`src/rtl/debug_uart_tx_arbiter_pkg.sv`:
```
// Shared types and defaults for the debug UART transmit arbiter.
// Byte width, FIFO sizing, wait-timeout default and the arbiter state encoding.
package debug_uart_tx_arbiter_pkg;

    localparam int UART_W           = 8;
    localparam int CPU_FIFO_AW_DEF  = 4;
    localparam int WAIT_TIMEOUT_DEF = 65535;

    typedef enum logic [1:0] {
        ST_IDLE     = 2'd0,
        ST_OCD_WAIT = 2'd1,
        ST_OCD_HOLD = 2'd2,
        ST_CPU_WAIT = 2'd3
    } arb_state_t;

    typedef struct packed {
        logic              last;
        logic [UART_W-1:0] data;
    } ocd_byte_t;

endpackage

```
`src/rtl/debug_uart_tx_arbiter_fifo.sv`:
```
// Small synchronous FIFO buffering CPU console bytes.
// A push while full and a pop while empty are both ignored.
module debug_tx_fifo
    import debug_uart_tx_arbiter_pkg::*;
#(
    parameter int DATA_W = UART_W,
    parameter int AW     = CPU_FIFO_AW_DEF
) (
    input  logic              clk,
    input  logic              sync_reset,
    input  logic              push,
    input  logic [DATA_W-1:0] push_data,
    input  logic              pop,
    output logic [DATA_W-1:0] head,
    output logic [AW:0]       count,
    output logic              full,
    output logic              empty
);

    localparam int DEPTH = 1 << AW;

    logic [DATA_W-1:0] mem [DEPTH];
    logic [AW-1:0]     wr_ptr;
    logic [AW-1:0]     rd_ptr;
    logic              push_ok;
    logic              pop_ok;

    assign full    = (count == (AW+1)'(DEPTH));
    assign empty   = (count == '0);
    assign push_ok = push & ~full;
    assign pop_ok  = pop & ~empty;
    assign head    = mem[rd_ptr];

    always_ff @(posedge clk) begin
        if (sync_reset) begin
            wr_ptr <= '0;
            rd_ptr <= '0;
            count  <= '0;
        end else begin
            if (push_ok) wr_ptr <= wr_ptr + AW'(1);
            if (pop_ok)  rd_ptr <= rd_ptr + AW'(1);
            case ({push_ok, pop_ok})
                2'b10:   count <= count + (AW+1)'(1);
                2'b01:   count <= count - (AW+1)'(1);
                default: count <= count;
            endcase
        end
    end

    // Storage holds data only, so it is left out of reset.
    always_ff @(posedge clk) begin
        if (push_ok) mem[wr_ptr] <= push_data;
    end

endmodule

```
`src/rtl/debug_uart_tx_arbiter.sv`:
```
// Arbitrates the debug UART transmitter between OCD reply frames (priority,
// frame-atomic) and a FIFO-buffered CPU console stream.
module debug_uart_tx_arbiter
    import debug_uart_tx_arbiter_pkg::*;
#(
    parameter int CPU_FIFO_AW  = CPU_FIFO_AW_DEF,
    parameter int WAIT_TIMEOUT = WAIT_TIMEOUT_DEF
) (
    input  logic                 clk,
    input  logic                 sync_reset,
    input  logic                 sel_ocd1_cpu0,
    input  logic                 ocd_tx_start,
    input  logic [UART_W-1:0]    ocd_tx_data,
    input  logic                 ocd_frame_last,
    output logic                 ocd_tx_done,
    input  logic                 cpu_tx_valid,
    input  logic [UART_W-1:0]    cpu_tx_data,
    output logic                 cpu_tx_ready,
    output logic [CPU_FIFO_AW:0] cpu_fifo_count,
    output logic                 uart_tx_start,
    output logic [UART_W-1:0]    uart_tx_data,
    input  logic                 uart_tx_done_pulse,
    output logic                 owner_ocd,
    output logic                 timeout_err,
    output logic                 ocd_overrun_err
);

    localparam int               TMR_W    = $clog2(WAIT_TIMEOUT + 1);
    localparam logic [TMR_W-1:0] TMR_LAST = TMR_W'(WAIT_TIMEOUT - 1);

    arb_state_t        state;
    arb_state_t        state_next;
    ocd_byte_t         slot;
    logic              slot_full;
    logic              inflight_last;
    logic [TMR_W-1:0]  tmr;
    logic              tmr_expired;
    logic              launch_ocd;
    logic              launch_cpu;
    logic              finish_ocd;
    logic              timeout_hit;
    logic              fifo_full;
    logic              fifo_empty;
    logic [UART_W-1:0] fifo_head;

    debug_tx_fifo #(
        .DATA_W (UART_W),
        .AW     (CPU_FIFO_AW)
    ) u_cpu_fifo (
        .clk        (clk),
        .sync_reset (sync_reset),
        .push       (cpu_tx_valid),
        .push_data  (cpu_tx_data),
        .pop        (launch_cpu),
        .head       (fifo_head),
        .count      (cpu_fifo_count),
        .full       (fifo_full),
        .empty      (fifo_empty)
    );

    assign cpu_tx_ready = ~fifo_full;
    assign owner_ocd    = (state == ST_OCD_WAIT) || (state == ST_OCD_HOLD);
    assign tmr_expired  = (tmr == TMR_LAST);

    always_comb begin
        state_next  = state;
        launch_ocd  = 1'b0;
        launch_cpu  = 1'b0;
        finish_ocd  = 1'b0;
        timeout_hit = 1'b0;
        case (state)
            ST_IDLE: begin
                if (slot_full) begin
                    launch_ocd = 1'b1;
                    state_next = ST_OCD_WAIT;
                end else if (!fifo_empty && !sel_ocd1_cpu0) begin
                    launch_cpu = 1'b1;
                    state_next = ST_CPU_WAIT;
                end
            end
            ST_OCD_WAIT: begin
                if (uart_tx_done_pulse) begin
                    finish_ocd = 1'b1;
                    state_next = inflight_last ? ST_IDLE : ST_OCD_HOLD;
                end else if (tmr_expired) begin
                    // Still acknowledge the byte so debug_reply is not left waiting.
                    finish_ocd  = 1'b1;
                    timeout_hit = 1'b1;
                    state_next  = ST_IDLE;
                end
            end
            ST_OCD_HOLD: begin
                if (slot_full) begin
                    launch_ocd = 1'b1;
                    state_next = ST_OCD_WAIT;
                end else if (tmr_expired) begin
                    timeout_hit = 1'b1;
                    state_next  = ST_IDLE;
                end
            end
            ST_CPU_WAIT: begin
                if (uart_tx_done_pulse) begin
                    state_next = ST_IDLE;
                end else if (tmr_expired) begin
                    timeout_hit = 1'b1;
                    state_next  = ST_IDLE;
                end
            end
            default: state_next = ST_IDLE;
        endcase
    end

    always_ff @(posedge clk) begin
        if (sync_reset) begin
            state           <= ST_IDLE;
            tmr             <= '0;
            slot_full       <= 1'b0;
            inflight_last   <= 1'b0;
            uart_tx_start   <= 1'b0;
            uart_tx_data    <= '0;
            ocd_tx_done     <= 1'b0;
            timeout_err     <= 1'b0;
            ocd_overrun_err <= 1'b0;
        end else begin
            state         <= state_next;
            uart_tx_start <= launch_ocd | launch_cpu;
            ocd_tx_done   <= finish_ocd;
            timeout_err   <= timeout_err | timeout_hit;

            if (state_next != state) tmr <= '0;
            else if (state != ST_IDLE) tmr <= tmr + TMR_W'(1);

            if (launch_ocd) begin
                uart_tx_data  <= slot.data;
                inflight_last <= slot.last;
            end else if (launch_cpu) begin
                uart_tx_data <= fifo_head;
            end

            // An arrival into an occupied slot is dropped even if the slot drains this cycle.
            if (launch_ocd) slot_full <= 1'b0;
            if (ocd_tx_start) begin
                if (slot_full) ocd_overrun_err <= 1'b1;
                else           slot_full       <= 1'b1;
            end
        end
    end

    always_ff @(posedge clk) begin
        if (ocd_tx_start && !slot_full) slot <= '{last: ocd_frame_last, data: ocd_tx_data};
    end

endmodule
```
`config.mk`:
```
export PLATFORM = sky130hd
export DESIGN_NAME = debug_uart_tx_arbiter
export DESIGN_NICKNAME = d
export VERILOG_FILES = /design/src/rtl/debug_uart_tx_arbiter_pkg.sv /design/src/rtl/debug_uart_tx_arbiter_fifo.sv /design/src/rtl/debug_uart_tx_arbiter.sv
export SDC_FILE = /design/constraint.sdc
export NUM_CORES = 1
export LEC_CHECK = 0
export BUFFER_PORTS_ARGS = -buffer_cell sky130_fd_sc_hd__clkbuf_2
export CAP_MARGIN = 0
export CORE_MARGIN = 2
export CORE_UTILIZATION = 60
export DETAILED_ROUTE_END_ITERATION = 10
export GPL_TIMING_DRIVEN = 0
export HOLD_SLACK_MARGIN = 0.03
export PLACE_DENSITY = 0.75
export SYNTH_ARGS = -nofsm -noshare
export SYNTH_HDL_FRONTEND = slang
export SYNTH_HIERARCHICAL = 1
export SYNTH_SLANG_ARGS = --single-unit
```
`constraint.sdc`:
```
create_clock -name clk -period 4.9 [get_ports clk]
set_input_delay 0.49 -clock clk [delete_from_list [all_inputs] [get_ports clk]]
set_output_delay 0.49 -clock clk [all_outputs]
set_load 0.005 [all_outputs]
```
# Yosys cells after proc, flatten, opt, wreduce, memory -nomap -nowiden

Memory sizes are Yosys's and may differ from the RTL's. A register that Yosys moved wholly into a read port is not among the register bits.
Cells that the tools add are included.

Memory bits (writable): 128
Output and inout bits: 19
Register bits after elaboration: 54
Memories kept: 1
Bits of input ports: 23
Logic and storage cells: 79

Memories:

| name           | words | width | rd ports | clocked after memory_dff | wr ports | line                             | RTL |
|---|---|---|---|---|---|---|---|
| u_cpu_fifo.mem | 16    | 8     | 1        | 1                        | 1        | debug_uart_tx_arbiter_fifo.sv:22 | `logic [DATA_W-1:0] mem [DEPTH];` |

$add $sub $neg: 5
Equal/unequal tests: 8
Bitwise gates (word level): 7
Muxes and demuxes: 28
Reduce and logical (&&, ||, !) cells: 16

Operators by type and width:

| cell                                             | count |
|---|---|
| adder 16 x 1 -> 16 bit, second input constant    | 1 |
| == test 16 bit, second input constant            | 1 |
| 2-to-1 mux 8 bit                                 | 2 |
| 2-to-1 mux 1 bit                                 | 14 |
| 2-to-1 mux 2 bit                                 | 7 |
| one-hot mux 5 bit (2 select lines)               | 1 |
| adder 4 x 1 -> 4 bit, second input constant      | 2 |
| 2-to-1 mux 4 bit                                 | 2 |
| one-hot mux 2 bit (4 select lines)               | 1 |
| OR reduction 2 bit                               | 4 |
| == test 2 bit, second input constant             | 3 |
| nonzero test 2 bit                               | 3 |
| adder 5 x 1 -> 5 bit, second input constant      | 1 |
| == test 5 bit, second input constant             | 1 |
| zero test 5 bit                                  | 1 |
| subtractor 5 x 1 -> 5 bit, second input constant | 1 |
| == test 2 x 1 -> 1 bit, second input constant    | 2 |
| zero test 1 bit                                  | 3 |
| NOT 1 bit                                        | 3 |
| AND 1 bit                                        | 2 |
| logical AND 1 bit                                | 2 |
| zero test 2 bit                                  | 1 |
| inequality test 2 bit                            | 1 |
| bitwise OR 1 bit                                 | 2 |
| other kinds (3)                                  | 3 |

# Longest topological paths before layout

Depth in word-level cells: 9
Mapped depth: 15
Gate-level depth less buffers: 11

# Cells and area by module

Netlist, hierarchy kept.

By module, submodules not included:

| module                | times used | cells an instance | area each (sq um) |
|---|---|---|---|
| debug_tx_fifo         | 1          | 305               | 5974.5 |
| debug_uart_tx_arbiter | 1          | 190               | 1863.0 |

# Worst setup path before layout

No wires, ideal clock.

Path type: register to register
Start point: register u_cpu_fifo.count[0]
End point: register u_cpu_fifo.count[2]
Path slack: 1698 ps
Library setup time: 71 ps
Clock period less this slack: 3202 ps
Buffers on the path: 3
Stages on the path, launching flop included: 15
Arrival time: 3131 ps
Required time: 4829 ps
Path through: dfxtp_1 or4_1 buf_2 nor2_1 nor4b_1 buf_2 o21ai_4 inv_1 ha_1 clkbuf_1 xor2_1 ha_1 o21a_1 or4_1 a21oi_1

Longest elaborated chain between the ends: 9
Elaborated cells between the ends (all ways): 17

Ends and longest elaborated chain:

| item                                                                     | line                             | RTL |
|---|---|---|
| start: declaration                                                       | debug_uart_tx_arbiter_fifo.sv:15 | `output logic [AW:0] count,` |
| start signal: assignment                                                 | debug_uart_tx_arbiter_fifo.sv:43 | `2'b10: count <= count + (AW+1)'(1);` |
| start signal: assignment                                                 | debug_uart_tx_arbiter_fifo.sv:44 | `2'b01: count <= count - (AW+1)'(1);` |
| start signal: assignment                                                 | debug_uart_tx_arbiter_fifo.sv:45 | `default: count <= count;` |
| zero test 5 bit *                                                        | debug_uart_tx_arbiter_fifo.sv:29 | `assign empty = (count == '0);` |
| via fifo_empty                                                           | debug_uart_tx_arbiter.sv:43      | `logic fifo_empty;` |
| zero test 1 bit *                                                        | debug_uart_tx_arbiter.sv:76      | `end else if (!fifo_empty && !sel_ocd1_cpu0) begin` |
| logical AND 1 bit *                                                      | debug_uart_tx_arbiter.sv:76      |  |
| 2-to-1 mux 1 bit *                                                       | debug_uart_tx_arbiter.sv:76      |  |
| 2-to-1 mux 1 bit *                                                       | debug_uart_tx_arbiter.sv:73      | `if (slot_full) begin` |
| 2-to-1 mux 1 bit *                                                       | debug_uart_tx_arbiter.sv:71      | `case (state)` |
| via launch_cpu                                                           | debug_uart_tx_arbiter.sv:39      | `logic launch_cpu;` |
| AND 1 bit *                                                              | debug_uart_tx_arbiter_fifo.sv:31 | `assign pop_ok = pop & ~empty;` |
| via u_cpu_fifo.pop_ok                                                    | debug_uart_tx_arbiter_fifo.sv:26 | `logic pop_ok;` |
| == test 2 x 1 -> 1 bit or == test 2 bit (tied branches)                  | debug_uart_tx_arbiter_fifo.sv:42 | `case ({push_ok, pop_ok})` |
| one-hot mux 5 bit (2 select lines) or nonzero test 2 bit (tied branches) | -                                |  |

The timed path passes the listed nets; every way through them passes the cells marked *.
A chain may end at the register's enable or synchronous reset.

# Worst setup path after layout

Ends and elaborated chain as after synthesis.

==> flow_summary_export.csv <==
group,metric,value,unit
run_status,status,"complete, no violations",
worst_setup_path,cpPeakStageDelay,0.50,ns
power,seq_power_share,48.6,%
timing,worst_pin_slew,1.27,ns
timing,finalHoldViolations,0,
logic_synthesis,synth_top_family_by_area,"multiplexers",
global_route,antenna_found_initial,0,
logic_synthesis,synth_warnings,6,
min_path,hold_class,"in2reg",
logic_synthesis,synth_simple_gate_area_share,8.08,%
logic_synthesis,ys_seq_elements,186,
finish,fin_cells,740,
route,first_pass_iters,8,
logic_synthesis,synth_fa_ha_area_share,2.23,%
place,placed_area,8260,sq um
global_route,track_usage,23.8,%
min_path,worstHoldStart,"ocd_tx_data[4]",
finish,final_layout_size_suffix_gt1_share,18.1,%
finish,antennaDiodeCount,0,
timing,fin_tns_setup,0,ns
worst_setup_path,ff2ff_path_depth,14,
die,io_pins,42,
power,switching_share,26.9,%
logic_synthesis,netlist_area,7840,sq um
global_route,grt_first_pass_wirelength,24400,um
power,internal_power,2.76,mW
logic_synthesis,syn-num-nets,532,
place,io_buffers,41,
power,leakage,3.04,nW
min_path,whs_path_depth,1,
logic_synthesis,yosysTopAreaCellShare,52.5,%
logic_synthesis,ys.flop_type,"edfxtp_1",
logic_synthesis,synthArstFlopShare,0,%
clocking,clock_latency,0.44,ns
worst_setup_path,crit_chain,"or4_1 > buf_2 > nor2_1 > nor4b_1 > buf_2 > o21ai_4 > inv_1 > ha_1 > clkbuf_1 > xor2_1 > ha_1 > o21a_1 > or4_1 > a21oi_1",
route,wl_per_cell,21.0,um
clocking,cts.repair.resized,0,
logic_synthesis,synth.area.top_cells,"edfxtp_1 52%, dfxtp_1 13%, mux4_1 9.4%",
power,p_per_area,428,nW/um^2
logic_synthesis,syn_inst,495,
worst_setup_path,r2r_end,"u_cpu_fifo/count[2]",
worst_setup_path,cp_max_fo,14,
timing,period_share,73.6,%
timing,fmax,0.277,GHz
logic_synthesis,synth.mux.area_fraction,14.4,%
power,pwr-share-comb,17.4,%
timing,fin_ws,1.29,ns
clocking,clk_path_buf_depth,2,
die,fp.coreArea,12700,sq um
die,start_util,61.9,%
worst_setup_path,start_kind,"flip-flop",
logic_synthesis,synth_common_cells,"137 x edfxtp_1, 65 x nor2_1, 49 x dfxtp_1, 28 x mux4_1, 16 x xor2_1",
flow_run,cap_viol_max_count,0,
place,place.gp.congestion,0.854,
place,pre_cts_slack,1.32,ns
place,dpl.cell_count,708,
die,rows,41,
logic_synthesis,synth_edf_count,137,
clocking,cts-hold-fix-buffers,0,
worst_setup_path,crit-reg2reg-launch,"u_cpu_fifo/count[0]",
clocking,clkTransAtPathRegs,0.07,ns
logic_synthesis,yosys.area.top_type,"edfxtp_1",
place,dp_hpwl,10100,um
power,ir_drop,0.000338,V
min_path,hold-path-endpoint,"slot[4]",
logic_synthesis,synth-xor-area-share,2.57,%
power,switching_power,1.01,mW
power,pwr-share-clk,34.0,%
worst_setup_path,worstSetupPathType,"reg2reg",
route,antenna_left,0,
route,wirelength,15500,um
route,drt_iter0_drc,559,
timing,slew_viol_final,0,
global_route,grt_overflow,0,
timing,slew_headroom,14.7,%
timing,rsz0062_at_grt,"no",
worst_setup_path,crit_path_end_kind,"flip-flop",
power,p_total,3.77,mW
worst_setup_path,crit_required,5.27,ns
timing,holdWs,0.230,ns
die,die_h,118,um
worst_setup_path,arrival,3.97,ns
route,viasPerCell,6.12,
logic_synthesis,seq_area_frac_synth,65.0,%
logic_synthesis,synth.avg_cell_area,15.8,sq um
finish,fin_nets,592,
route,drc_errors,0,
timing,finalClockSkew,0.00928,ns
clocking,post-cts-setup-buffer-count,0,
finish,syn_to_final_growth,12.4,%
worst_setup_path,cp_slowest_cell,"or4_1",
logic_synthesis,ys_types,58,
die,floorplan.die_area,14000,sq um
global_route,grt_pass1_vias,4411,
clocking,clock-root-buffer,"clkbuf_16",
clocking,cts_buffers,17,
route,vias,4528,
clocking,cts_tree,"done",
die,die_w,118,um
logic_synthesis,synth.most_common_cell,"edfxtp_1",
finish,final_cell_area,8810,sq um
clocking,cts_sinks,186,
logic_synthesis,synth_compound_area_share,5.12,%
finish,final_util,69.5,%
clocking,cts_max_level,4,
worst_setup_path,r2r_slack,1.29,ns
global_route,grt_max_degree,17,
timing,min_period,3.61,ns
timing,setup_violations,0,
-- flip-flops by register name, indices dropped and copies added, names as in the netlist, 2 cells and up, named ones only --
| name | count |
|---|---|
| u_cpu_fifo/mem | 128 |
| tmr | 16 |
| slot | 9 |
| uart_tx_data | 8 |
| u_cpu_fifo/count | 5 |
| u_cpu_fifo/rd_ptr | 4 |
| u_cpu_fifo/wr_ptr | 4 |
| state | 2 |
-- power groups by stage --
stage	clock, mW	combinational (mW)	sequential, mW
after floorplan	0	0.452	1.85
after global routing	1.38	0.707	1.84
after CTS	1.30	0.654	1.83
final	1.28	0.655	1.83
after global placement	0	0.626	1.86
after detailed placement	0	0.645	1.86
-- critical path: cells and delay by family (launching register included) --
kind | cells | cell delay, ns
and+or+nand+nor | 4 | 1.29
buffers and inverters | 4 | 0.75
AOI/OAI and AO/OA | 3 | 0.48
adders and majority gates | 2 | 0.46
DFF | 1 | 0.36
xor gates and xnor gates | 1 | 0.20
-- metal layers --
metal	part of all wire, %	GRT usage, %	vias up
met4	1.6	7.91	0
met1	43	32.1	2256
met5	0	0	-
met3	7.2	7.19	19
met2	48	37.2	197
li1	-	-	2056
-- layout make-up --
class	count	area [sq um]
Buffer	25	144
Tap cell	172	215
Clock buffer	18	429
Fill cell	846	3860
Multi-Input combinational cell	268	2540
Inverter	16	61.3
Timing Repair Buffer	41	205
Sequential cell	186	5090
Clock inverter	14	121
-- cells by family (layout without fill, tap and decap cells) --
kind of cell	Yosys count	in the layout
AO/OA/AOI/OAI	53	53
AND/OR/NAND/NOR	126	126
multiplexers	52	52
flip-flops	186	186
buffers and inverters	41	114
XOR/XNOR	23	23
adder cells (fa/ha/maj)	14	14
-- cell usage in the layout (no fill, tap or decap), types with 5 or more instances in the layout --
cell type,synthesis,final
a211oi_1,10,10
a21oi_1,11,11
clkbuf_1,12,13
clkbuf_16,0,17
clkbuf_2,0,41
dfxtp_1,49,49
edfxtp_1,137,137
ha_1,14,14
inv_1,15,15
mux2i_1,12,12
mux4_1,28,28
mux4_2,12,12
nand2_1,12,12
nand3_1,6,6
nor2_1,65,65
nor3_1,9,9
o21a_1,5,5
xnor2_1,7,7
xor2_1,16,16
-- how the worst max path moves through the flow --
stage,from,end,slack (ns),cells past startpoint
after global placement,u_cpu_fifo/count[0],u_cpu_fifo/count[2],1.36,14
after global routing,u_cpu_fifo/count[2],u_cpu_fifo/count[2],1.06,15
after floorplan,u_cpu_fifo/count[0],u_cpu_fifo/count[2],1.70,14
final,u_cpu_fifo/count[0],u_cpu_fifo/count[2],1.29,14
after detailed placement,u_cpu_fifo/count[0],u_cpu_fifo/count[2],1.32,14
after CTS,u_cpu_fifo/count[0],u_cpu_fifo/count[2],1.30,14
(Power assumes the default switching activity.)
